## src/rtl/axi_mtimer_pkg.sv

```systemverilog
// Shared AXI channel types, register offsets and FSM states for the machine timer.
package axi_mtimer_pkg;

   localparam int unsigned AXI_ID_W = 4;

   localparam logic [1:0] AXI_RESP_OKAY   = 2'b00;
   localparam logic [1:0] AXI_RESP_SLVERR = 2'b10;

   localparam logic [15:0] MTIMER_MSIP_OFF    = 16'h0000;
   localparam logic [15:0] MTIMER_CMP_LO_OFF  = 16'h4000;
   localparam logic [15:0] MTIMER_CMP_HI_OFF  = 16'h4004;
   localparam logic [15:0] MTIMER_TIME_LO_OFF = 16'hBFF8;
   localparam logic [15:0] MTIMER_TIME_HI_OFF = 16'hBFFC;

   typedef struct packed {
      logic [31:0]         awaddr;
      logic [AXI_ID_W-1:0] awid;
      logic [7:0]          awlen;
      logic                awvalid;
      logic [31:0]         wdata;
      logic [3:0]          wstrb;
      logic                wlast;
      logic                wvalid;
      logic                bready;
      logic [31:0]         araddr;
      logic [AXI_ID_W-1:0] arid;
      logic [7:0]          arlen;
      logic                arvalid;
      logic                rready;
   } s_axi_mosi_t;

   typedef struct packed {
      logic                awready;
      logic                wready;
      logic                bvalid;
      logic [AXI_ID_W-1:0] bid;
      logic [1:0]          bresp;
      logic                arready;
      logic                rvalid;
      logic [AXI_ID_W-1:0] rid;
      logic [31:0]         rdata;
      logic [1:0]          rresp;
      logic                rlast;
   } s_axi_miso_t;

   typedef enum logic [1:0] {W_IDLE, W_DATA, W_RESP} mtimer_wr_st_t;
   typedef enum logic {R_IDLE, R_DATA} mtimer_rd_st_t;

   function automatic logic [31:0] apply_strb(input logic [31:0] old_val,
                                              input logic [31:0] data,
                                              input logic [3:0]  strb);
      logic [31:0] res;
      res = old_val;
      for (int i = 0; i < 4; i++) begin
         if (strb[i]) res[8*i +: 8] = data[8*i +: 8];
      end
      return res;
   endfunction

   function automatic logic mtimer_mapped(input logic [15:0] off);
      return (off == MTIMER_MSIP_OFF)    || (off == MTIMER_CMP_LO_OFF) ||
             (off == MTIMER_CMP_HI_OFF)  || (off == MTIMER_TIME_LO_OFF) ||
             (off == MTIMER_TIME_HI_OFF);
   endfunction

endpackage

```

## src/rtl/axi_mtimer_regif.sv

```systemverilog
// Generic AXI slave front end: independent write/read handshake FSMs that turn
// accepted beats into single-cycle register write and read strobes.
module axi_mtimer_regif
   import axi_mtimer_pkg::*;
(
   input  logic        clk,
   input  logic        rst,
   input  s_axi_mosi_t axi_mosi_i,
   output s_axi_miso_t axi_miso_o,
   output logic        wr_en_o,
   output logic [15:0] wr_addr_o,
   output logic [31:0] wr_data_o,
   output logic [3:0]  wr_strb_o,
   input  logic        wr_err_i,
   output logic        rd_en_o,
   output logic [15:0] rd_addr_o,
   input  logic [31:0] rd_data_i,
   input  logic        rd_err_i
);

   mtimer_wr_st_t       wr_st_q;
   logic                awready_q, bvalid_q;
   logic [AXI_ID_W-1:0] bid_q;
   logic [1:0]          bresp_q;
   logic [15:0]         waddr_q;
   logic [7:0]          wlen_q;

   mtimer_rd_st_t       rd_st_q;
   logic                arready_q, rvalid_q, rlast_q;
   logic [AXI_ID_W-1:0] rid_q;
   logic [31:0]         rdata_q;
   logic [1:0]          rresp_q;
   logic [7:0]          rcnt_q;

   logic aw_hs, w_ready, w_hs, ar_hs;
   logic [7:0] w_len_eff;

   assign aw_hs = axi_mosi_i.awvalid & awready_q;
   // A W beat is only taken once its address is known, either this cycle or latched.
   assign w_ready = (wr_st_q == W_DATA) | aw_hs;
   assign w_hs = axi_mosi_i.wvalid & w_ready;
   assign w_len_eff = aw_hs ? axi_mosi_i.awlen : wlen_q;
   assign ar_hs = axi_mosi_i.arvalid & arready_q;

   assign wr_en_o   = w_hs & (w_len_eff == 8'd0);
   assign wr_addr_o = aw_hs ? axi_mosi_i.awaddr[15:0] : waddr_q;
   assign wr_data_o = axi_mosi_i.wdata;
   assign wr_strb_o = axi_mosi_i.wstrb;
   assign rd_en_o   = ar_hs;
   assign rd_addr_o = axi_mosi_i.araddr[15:0];

   logic unused_addr_hi;
   assign unused_addr_hi = ^{axi_mosi_i.awaddr[31:16], axi_mosi_i.araddr[31:16]};

   always_ff @(posedge clk or negedge rst) begin
      if (!rst) begin
         wr_st_q   <= W_IDLE;
         awready_q <= 1'b0;
         bvalid_q  <= 1'b0;
         bid_q     <= '0;
         bresp_q   <= AXI_RESP_OKAY;
         waddr_q   <= '0;
         wlen_q    <= '0;
      end else begin
         unique case (wr_st_q)
            W_IDLE: begin
               awready_q <= 1'b1;
               if (aw_hs) begin
                  awready_q <= 1'b0;
                  waddr_q   <= axi_mosi_i.awaddr[15:0];
                  wlen_q    <= axi_mosi_i.awlen;
                  bid_q     <= axi_mosi_i.awid;
                  bresp_q   <= AXI_RESP_OKAY;
                  wr_st_q   <= W_DATA;
                  if (w_hs) begin
                     if (w_len_eff != 8'd0 || wr_err_i) bresp_q <= AXI_RESP_SLVERR;
                     if (axi_mosi_i.wlast) begin
                        bvalid_q <= 1'b1;
                        wr_st_q  <= W_RESP;
                     end
                  end
               end
            end
            W_DATA: begin
               if (w_hs) begin
                  if (w_len_eff != 8'd0 || wr_err_i) bresp_q <= AXI_RESP_SLVERR;
                  if (axi_mosi_i.wlast) begin
                     bvalid_q <= 1'b1;
                     wr_st_q  <= W_RESP;
                  end
               end
            end
            W_RESP: begin
               if (axi_mosi_i.bready) begin
                  bvalid_q  <= 1'b0;
                  awready_q <= 1'b1;
                  wr_st_q   <= W_IDLE;
               end
            end
            default: wr_st_q <= W_IDLE;
         endcase
      end
   end

   always_ff @(posedge clk or negedge rst) begin
      if (!rst) begin
         rd_st_q   <= R_IDLE;
         arready_q <= 1'b0;
         rvalid_q  <= 1'b0;
         rlast_q   <= 1'b0;
         rid_q     <= '0;
         rdata_q   <= '0;
         rresp_q   <= AXI_RESP_OKAY;
         rcnt_q    <= '0;
      end else begin
         unique case (rd_st_q)
            R_IDLE: begin
               arready_q <= 1'b1;
               if (ar_hs) begin
                  arready_q <= 1'b0;
                  rvalid_q  <= 1'b1;
                  rid_q     <= axi_mosi_i.arid;
                  rcnt_q    <= axi_mosi_i.arlen;
                  rlast_q   <= (axi_mosi_i.arlen == 8'd0);
                  rd_st_q   <= R_DATA;
                  // Data is captured here, so every beat returns this snapshot.
                  if (axi_mosi_i.arlen != 8'd0 || rd_err_i) begin
                     rdata_q <= '0;
                     rresp_q <= AXI_RESP_SLVERR;
                  end else begin
                     rdata_q <= rd_data_i;
                     rresp_q <= AXI_RESP_OKAY;
                  end
               end
            end
            R_DATA: begin
               if (axi_mosi_i.rready) begin
                  if (rcnt_q == 8'd0) begin
                     rvalid_q  <= 1'b0;
                     rlast_q   <= 1'b0;
                     arready_q <= 1'b1;
                     rd_st_q   <= R_IDLE;
                  end else begin
                     rcnt_q  <= rcnt_q - 8'd1;
                     rlast_q <= (rcnt_q == 8'd1);
                  end
               end
            end
            default: rd_st_q <= R_IDLE;
         endcase
      end
   end

   always_comb begin
      axi_miso_o         = '0;
      axi_miso_o.awready = awready_q;
      axi_miso_o.wready  = w_ready;
      axi_miso_o.bvalid  = bvalid_q;
      axi_miso_o.bid     = bid_q;
      axi_miso_o.bresp   = bresp_q;
      axi_miso_o.arready = arready_q;
      axi_miso_o.rvalid  = rvalid_q;
      axi_miso_o.rid     = rid_q;
      axi_miso_o.rdata   = rdata_q;
      axi_miso_o.rresp   = rresp_q;
      axi_miso_o.rlast   = rlast_q;
   end

endmodule

```

## src/rtl/axi_mtimer.sv

```systemverilog
// CLINT-style machine timer / software interrupt slave. Define MTIMER_REG_IRQ_EN
// to drive timer_irq_o and sw_irq_o from flops (one extra cycle of latency).
module axi_mtimer
   import axi_mtimer_pkg::*;
#(
   parameter logic [31:0] BASE_ADDR = 32'hF000_0000,
   parameter int unsigned PRESCALER = 1
) (
   input  logic        clk,
   input  logic        rst,
   input  s_axi_mosi_t axi_mosi,
   output s_axi_miso_t axi_miso,
   output logic        timer_irq_o,
   output logic        sw_irq_o
);

   localparam logic [15:0] PreMax = 16'(PRESCALER - 1);

   logic        wr_en, wr_err, rd_en, rd_err;
   logic [15:0] wr_addr, rd_addr, wr_off, rd_off;
   logic [31:0] wr_data, rd_data;
   logic [3:0]  wr_strb;

   logic [15:0] pre_q, pre_d;
   logic [63:0] mtime_q, mtime_d, mtimecmp_q, mtimecmp_d;
   logic        msip_q, msip_d, tick, timer_hit;

   axi_mtimer_regif u_regif (
      .clk        (clk),
      .rst        (rst),
      .axi_mosi_i (axi_mosi),
      .axi_miso_o (axi_miso),
      .wr_en_o    (wr_en),
      .wr_addr_o  (wr_addr),
      .wr_data_o  (wr_data),
      .wr_strb_o  (wr_strb),
      .wr_err_i   (wr_err),
      .rd_en_o    (rd_en),
      .rd_addr_o  (rd_addr),
      .rd_data_i  (rd_data),
      .rd_err_i   (rd_err)
   );

   // Reads have no side effects, so the read strobe is not needed here.
   logic unused_rd_en;
   assign unused_rd_en = rd_en;

   assign wr_off = wr_addr - BASE_ADDR[15:0];
   assign rd_off = rd_addr - BASE_ADDR[15:0];
   assign wr_err = !mtimer_mapped(wr_off);
   assign tick   = (pre_q == PreMax);

   always_comb begin
      pre_d      = tick ? 16'd0 : pre_q + 16'd1;
      mtime_d    = mtime_q;
      mtimecmp_d = mtimecmp_q;
      msip_d     = msip_q;
      if (tick) mtime_d = mtime_q + 64'd1;
      if (wr_en) begin
         case (wr_off)
            MTIMER_MSIP_OFF:    if (wr_strb[0]) msip_d = wr_data[0];
            MTIMER_CMP_LO_OFF:  mtimecmp_d[31:0]  = apply_strb(mtimecmp_q[31:0], wr_data, wr_strb);
            MTIMER_CMP_HI_OFF:  mtimecmp_d[63:32] = apply_strb(mtimecmp_q[63:32], wr_data, wr_strb);
            // A software write to mtime overrides a coincident tick.
            MTIMER_TIME_LO_OFF: mtime_d = {mtime_q[63:32],
                                           apply_strb(mtime_q[31:0], wr_data, wr_strb)};
            MTIMER_TIME_HI_OFF: mtime_d = {apply_strb(mtime_q[63:32], wr_data, wr_strb),
                                           mtime_q[31:0]};
            default: ;
         endcase
      end
   end

   always_comb begin
      rd_data = '0;
      rd_err  = 1'b0;
      case (rd_off)
         MTIMER_MSIP_OFF:    rd_data = {31'd0, msip_q};
         MTIMER_CMP_LO_OFF:  rd_data = mtimecmp_q[31:0];
         MTIMER_CMP_HI_OFF:  rd_data = mtimecmp_q[63:32];
         MTIMER_TIME_LO_OFF: rd_data = mtime_q[31:0];
         MTIMER_TIME_HI_OFF: rd_data = mtime_q[63:32];
         default:            rd_err  = 1'b1;
      endcase
   end

   always_ff @(posedge clk or negedge rst) begin
      if (!rst) begin
         pre_q      <= '0;
         mtime_q    <= '0;
         mtimecmp_q <= '1;
         msip_q     <= 1'b0;
      end else begin
         pre_q      <= pre_d;
         mtime_q    <= mtime_d;
         mtimecmp_q <= mtimecmp_d;
         msip_q     <= msip_d;
      end
   end

   assign timer_hit = (mtime_q >= mtimecmp_q);

`ifdef MTIMER_REG_IRQ_EN
   logic timer_irq_q, sw_irq_q;

   always_ff @(posedge clk or negedge rst) begin
      if (!rst) begin
         timer_irq_q <= 1'b0;
         sw_irq_q    <= 1'b0;
      end else begin
         timer_irq_q <= timer_hit;
         sw_irq_q    <= msip_q;
      end
   end

   assign timer_irq_o = timer_irq_q;
   assign sw_irq_o    = sw_irq_q;
`else
   assign timer_irq_o = timer_hit;
   assign sw_irq_o    = msip_q;
`endif

endmodule

```

## config.mk

```make
export PLATFORM = sky130hd
export DESIGN_NAME = axi_mtimer
export DESIGN_NICKNAME = d
export VERILOG_FILES = /design/src/rtl/axi_mtimer_pkg.sv /design/src/rtl/axi_mtimer_regif.sv /design/src/rtl/axi_mtimer.sv
export SDC_FILE = /design/constraint.sdc
export NUM_CORES = 1
export LEC_CHECK = 0
export BUFFER_PORTS_ARGS = -buffer_cell sky130_fd_sc_hd__buf_2
export CORE_MARGIN = 2
export CORE_UTILIZATION = 43
export DETAILED_ROUTE_END_ITERATION = 7
export MAX_ROUTING_LAYER = met4
export SLEW_MARGIN = 20
export SYNTH_ARGS = -nofsm -noshare
export SYNTH_HDL_FRONTEND = slang
export SYNTH_SLANG_ARGS = --single-unit
```

## constraint.sdc

```tcl
create_clock -name clk -period 2.6 [get_ports clk]
set_input_delay 0.39 -clock clk [delete_from_list [all_inputs] [get_ports clk]]
set_output_delay 0.39 -clock clk [all_outputs]
set_load 0.01 [all_outputs]
```

Word-level counts from Yosys, hierarchy flattened
Index checks and enable logic that the tools add are counted.

Input port bits: 132. RAM bits: 0. ROM bits: 0. Bits in registers: 229. Output and inout port bits: 52. Word-level logic and storage cells: 175. Bits in latches: 0. Memories kept: 0.

Shifts and indexed selects: 0. Multiplexer cells: 55. Bitwise gates (word level): 6. Add/sub/neg operators: 3. Reduce and logical (&&, ||, !) cells: 47. Order comparisons: 1. Div/mod/pow operators: 0. Multiply operators: 0. Equality and inequality tests: 30.

Operator list (number): 32-bit case mux with 5 select lines (1); 64-bit 2-to-1 mux (2); 64-bit case mux with 2 select lines (1); 64-bit by 1-bit adder with 64-bit output, second input constant (1); 16-bit by 15-bit == test with 1-bit output, second input constant (4); 16-bit == test, second input constant (4); 64-bit greater-or-equal comparator (1); 8-bit 2-to-1 mux (8); 16-bit logical NOT (3); 3-bit AND reduction (12); 16-bit 2-to-1 mux (2); 32-bit 2-to-1 mux (1); 2-bit AND reduction (13); 8-bit logical NOT (3); 2-bit 2-to-1 mux (12); 3-bit inequality test, second input constant (8); 1-bit 2-to-1 mux (19); 2-bit inequality test, second input constant (9); 16-bit by 1-bit adder with 16-bit output, second input constant (1); 8-bit case mux with 2 select lines (1); 8-bit nonzero test (2); 1-bit case mux with 2 select lines (5); 8-bit by 1-bit == test with 1-bit output, second input constant (1); 4-bit AND reduction (2); 16 further kinds (26).

Depth between registers and ports, before layout
Depth after elaboration: 13. Depth in mapped cells: 11. Mapped depth without buffers: 9.

By module
From an unflattened synthesis, not the netlist that was laid out.

Cells, all modules: 1551. Area total of the unflattened synthesis: 14611.5 um2.

Modules (own cells, without submodules): axi_mtimer (instances 1, cells an instance 1201, area each 10526.3 um2, seq. area each 3708.6 um2); axi_mtimer_regif (instances 1, cells an instance 350, area each 4085.2 um2, seq. area each 2052.0 um2).

Worst setup path after synthesis
Ideal clock, no wire load.

Path kind: register -> register. Start point: register pre_q[0]. End point: register mtime_q[59]. Data arrival time: 2.632 ns. Setup time: 0.069 ns. Path slack: -0.101 ns. Data required time: 2.531 ns. Buffers on the path: 1. Cell stages (with the launch flop): 11. Clock period less this slack: 2.701 ns. Path through: dfrtp_1 inv_1 ha_1 nor4b_2 nand4_1 or4_4 buf_6 nor4_4 nand2_2 or4b_1 nand3_1.

Longest elaborated chain between the ends: 4.

RTL lines: start: declaration (line axi_mtimer.sv:24) `logic [15:0] pre_q, pre_d;`; start signal: assignment (line axi_mtimer.sv:94) `pre_q <= pre_d;`; 16-bit logical NOT (*) (line axi_mtimer.sv:51) `assign tick = (pre_q == PreMax);`; 64-bit 2-to-1 mux (*) (line axi_mtimer.sv:58) `if (tick) mtime_d = mtime_q + 64'd1;`; 64-bit case mux with 2 select lines (line axi_mtimer.sv:60) `case (wr_off)`; 64-bit 2-to-1 mux (*) (line axi_mtimer.sv:59) `if (wr_en) begin`; end signal: assignment (line axi_mtimer.sv:95) `mtime_q <= mtime_d;`; end: declaration (line axi_mtimer.sv:25) `logic [63:0] mtime_q, mtime_d, mtimecmp_q, mtimecmp_d;`.

Mark *: on every way between the ends. The rest lies on a longest branch, timed or not. A chain may end at the register's enable or synchronous reset.

Final worst setup path
Start point: register mtimecmp_q[35]. End point: output port timer_irq_o.

Longest elaborated chain between the ends: 1.

RTL lines: start: declaration (line axi_mtimer.sv:25); start signal: assignment (line axi_mtimer.sv:96) `mtimecmp_q <= mtimecmp_d;`; 64-bit greater-or-equal comparator (line axi_mtimer.sv:101) `assign timer_hit = (mtime_q >= mtimecmp_q);`; end: declaration (line axi_mtimer.sv:13) `output logic timer_irq_o,`.

Every way passes these cells.

==> qor.yml <==
utilization: 0.571
grt_first_pass_wirelength_mm: 70.4
cp-start-kind: "flip-flop"
cp.arrival_ps: 2860
die_w_um: 182
grt_setup_unrepaired: "true"
critPathSlowestCell: "dfstp_2"
stdcell_area_mm2: 0.0180
cts_num_sinks: 227
synthTopCellsByArea: "dfrtp_1 (30%), dfstp_2 (12%), mux2_2 (7.6%)"
die_h_um: 182
powerDensity_mw_per_mm2: 518
final_common_cell: "buf_4"
final_antenna_net_count: 0
yosysSeqAreaShare: 0.421
post_dp_cell_area_mm2: 0.0162
drtIter0Drc: 961
setup_violations: 20
dp_slack_ps: -593
io_buffers: 149
cp-end-kind: "primary output"
ios: 184
grt_max_degree: 80
p_leak_nw: 7.60
vias: 13041
setup_ws_ps: -650
cpPeakStageDelay_ps: 540
synth_top_area_share: 0.298
synth_area_per_cell_um2: 9.14
drc_errors: 0
crit_chain: "inv_2, ha_4, buf_6, nand4_1, nor4_2, buf_4, nand2_4, nor2_4, a31o_4, nor4_4, nor2_1, buf_2"
outcome: "finished, violations left"
min_period_over_period: 1.25
cts_buffer_depth: 3
synth.cell_area_mm2: 0.0137
drive_gt1_frac: 0.380
cts_tree: "built"
fmax_ghz: 0.308
violations: "negative setup slack"
clockRootBuffer: "clkbuf_16"
hold_viol: 0
antenna_found_initial: 0
fin_hold_ws_ps: 33.3
hold_class: "input pin to flip-flop"
grt_util_all_layers: 0.273
cap_violations: 0
worstSetupPathType: "flip-flop to primary output"
relSlewSlack: 0.515
synth_ff_type: "dfrtp_1"
num-nets-final: 2005
synth_largest_area_cell: "dfrtp_1"
gp_congestion: 0.908
drv_slew: 0
h-tree-depth: 1
start_util: 0.435
wirelength_mm: 44.6
drtPass1Iterations: 5
final_cell_count_no_fill: 2227
mostFrequentLayoutCells: "buf_4 (182), dfrtp_1 (163), buf_2 (148), nand2_1 (140), a21oi_1 (107)"
worstMarginPinSlew_ps: 720
dp_hpwl_mm: 31.3
finClkSkew_ps: 14.0
ys_ff_latch: 227
fillers: 2831
viasPerCell: 5.86
fin_crit_ps: 3250
die-area_mm2: 0.0333
ir_drop_mv: 0.501
grt_pass1_vias: 12786
crit_path_max_fanout: 2
ys_types: 71
place_inst: 2155
async_reset_ff_frac: 1.00
core_mm2: 0.0315
n_antenna_cell: 0
area_delta_synth_final_pct: 31.2
wl_per_cell_um: 20.0
crit_required_ps: 2210
grt_overflow: 0
rows: 65
cts_buffers: 28
synth-edff-count: 0
clk_pin_slew_ps: 60
clock_latency_ps: 550
yosys_warnings: 0
syn_inst: 1498
## metal layers
layer  wire [µm]  share of wire  track usage  vias to the layer above
met5           0              0            -                        -
met4        1210          0.027       0.0845                        0
met3        2630          0.059       0.0337                       90
met2       20600           0.46        0.430                      453
met1       20100           0.45        0.369                     6355
li1            -              -            -                     6143
## synthesized netlist by cell type, drive strengths merged (5+ instances only)
cell type  count
clkbuf        72
nand3b         5
nand3        107
dfstp         64
o21a           9
nor2b          7
or4            7
buf           16
xnor2         11
mux2          94
nor2          59
nand2        149
o21ai        102
a21oi        122
and4          10
nor4b          6
nand4         33
a21o          18
nor3b          6
o21bai         5
nor3          32
a22oi         33
or3           12
inv           87
dfrtp        163
and2          11
a31oi         24
o211ai         5
mux2i          7
o22ai          6
o31ai          5
nor4          38
a221oi        11
a211oi        15
a41oi          9
a31o           8
ha            69
and3          25
## registers in the layout (all words and copies together) (netlist names)
name               count
mtime_q               64
mtimecmp_q            64
pre_q                 16
sw_irq_o               1
u_regif.arready_q      1
u_regif.awready_q      1
u_regif.bid_q          4
u_regif.bresp_q        1
u_regif.bvalid_q       1
u_regif.rcnt_q         8
u_regif.rd_st_q        1
u_regif.rdata_q       32
u_regif.rid_q          4
u_regif.rlast_q        1
u_regif.rresp_q        1
u_regif.rvalid_q       1
u_regif.waddr_q       16
u_regif.wlen_q         8
u_regif.wr_st_q        2
## through the flow
step           setup TNS [ps]  power (mW)
6_report                -2510        9.31
5_1_grt                 -4830        9.74
4_1_cts                 -1850        9.40
3_5_place_dp            -2780        5.70
3_3_place_gp            -2390        5.65
2_1_floorplan               0        5.09
## power breakdown
group	internal, mW	leakage [nW]	switching (mW)
logic	0.654	4.54	0.806
registers	3.91	2.64	0.291
clock network	2.11	0.422	1.55
## kinds of logic after synthesis
family                   synth area share
adder cells (fa/ha/maj)            0.0630
AND/OR/NAND/NOR                     0.198
multiplexers                       0.0824
XOR/XNOR                          0.00895
flip-flops                          0.421
AO/OA/AOI/OAI                       0.176
buffers and inverters              0.0511
other                            0.000274
## final cells by class
| cell class | count | area [µm²] | share of cell area |
|---|---|---|---|
| clock buffers | 43 | 797 | 0.0444 |
| multi-input cells | 1097 | 7950 | 0.443 |
| well taps | 402 | 503 | 0.0280 |
| inverters | 87 | 327 | 0.0182 |
| flip-flops and latches | 227 | 5760 | 0.321 |
| repair buffers | 363 | 2570 | 0.143 |
| clock inverters | 8 | 55.1 | 0.00306 |
## worst paths after layout
check                                             startpoint                             end  slack, ps  depth (start not counted)
worst max-delay path              mtimecmp_q[35]$_DFFE_PN1P_                     timer_irq_o       -650                         12
worst min-delay path                            axi_mosi[48]  u_regif.wr_st_q[0]$_DFFE_PN0P_         30                          2
worst max register to register            pre_q[1]$_DFF_PN0_         mtime_q[59]$_DFFE_PN0P_       -210                         10
worst min register to register  u_regif.rid_q[3]$_DFFE_PN0P_    u_regif.rid_q[3]$_DFFE_PN0P_        470                          2
max in group asynchronous                                rst      mtimecmp_q[53]$_DFFE_PN1P_       1310                          3
min in group asynchronous                                rst              pre_q[9]$_DFF_PN0_        440                          2
## critical path: cells and delay by family (launching register included)
kind / cells / cell delay, ps
AO/OA/AOI/OAI: 1 / 180
buffers and inverters: 4 / 460
AND/OR/NAND/NOR: 6 / 870
flip-flops: 1 / 540
adder cells (fa/ha/maj): 1 / 270
## repair_timing
action | in CTS | in global routing
setup endpoints to repair | 30 | 107
resized for setup | 65 | 108
hold buffers | 1 | 0
setup buffers | 13 | 10
hold endpoints to repair | 62 | 0
pin swaps | 39 | 57
Note: power is estimated with default switching activity, not from simulation.
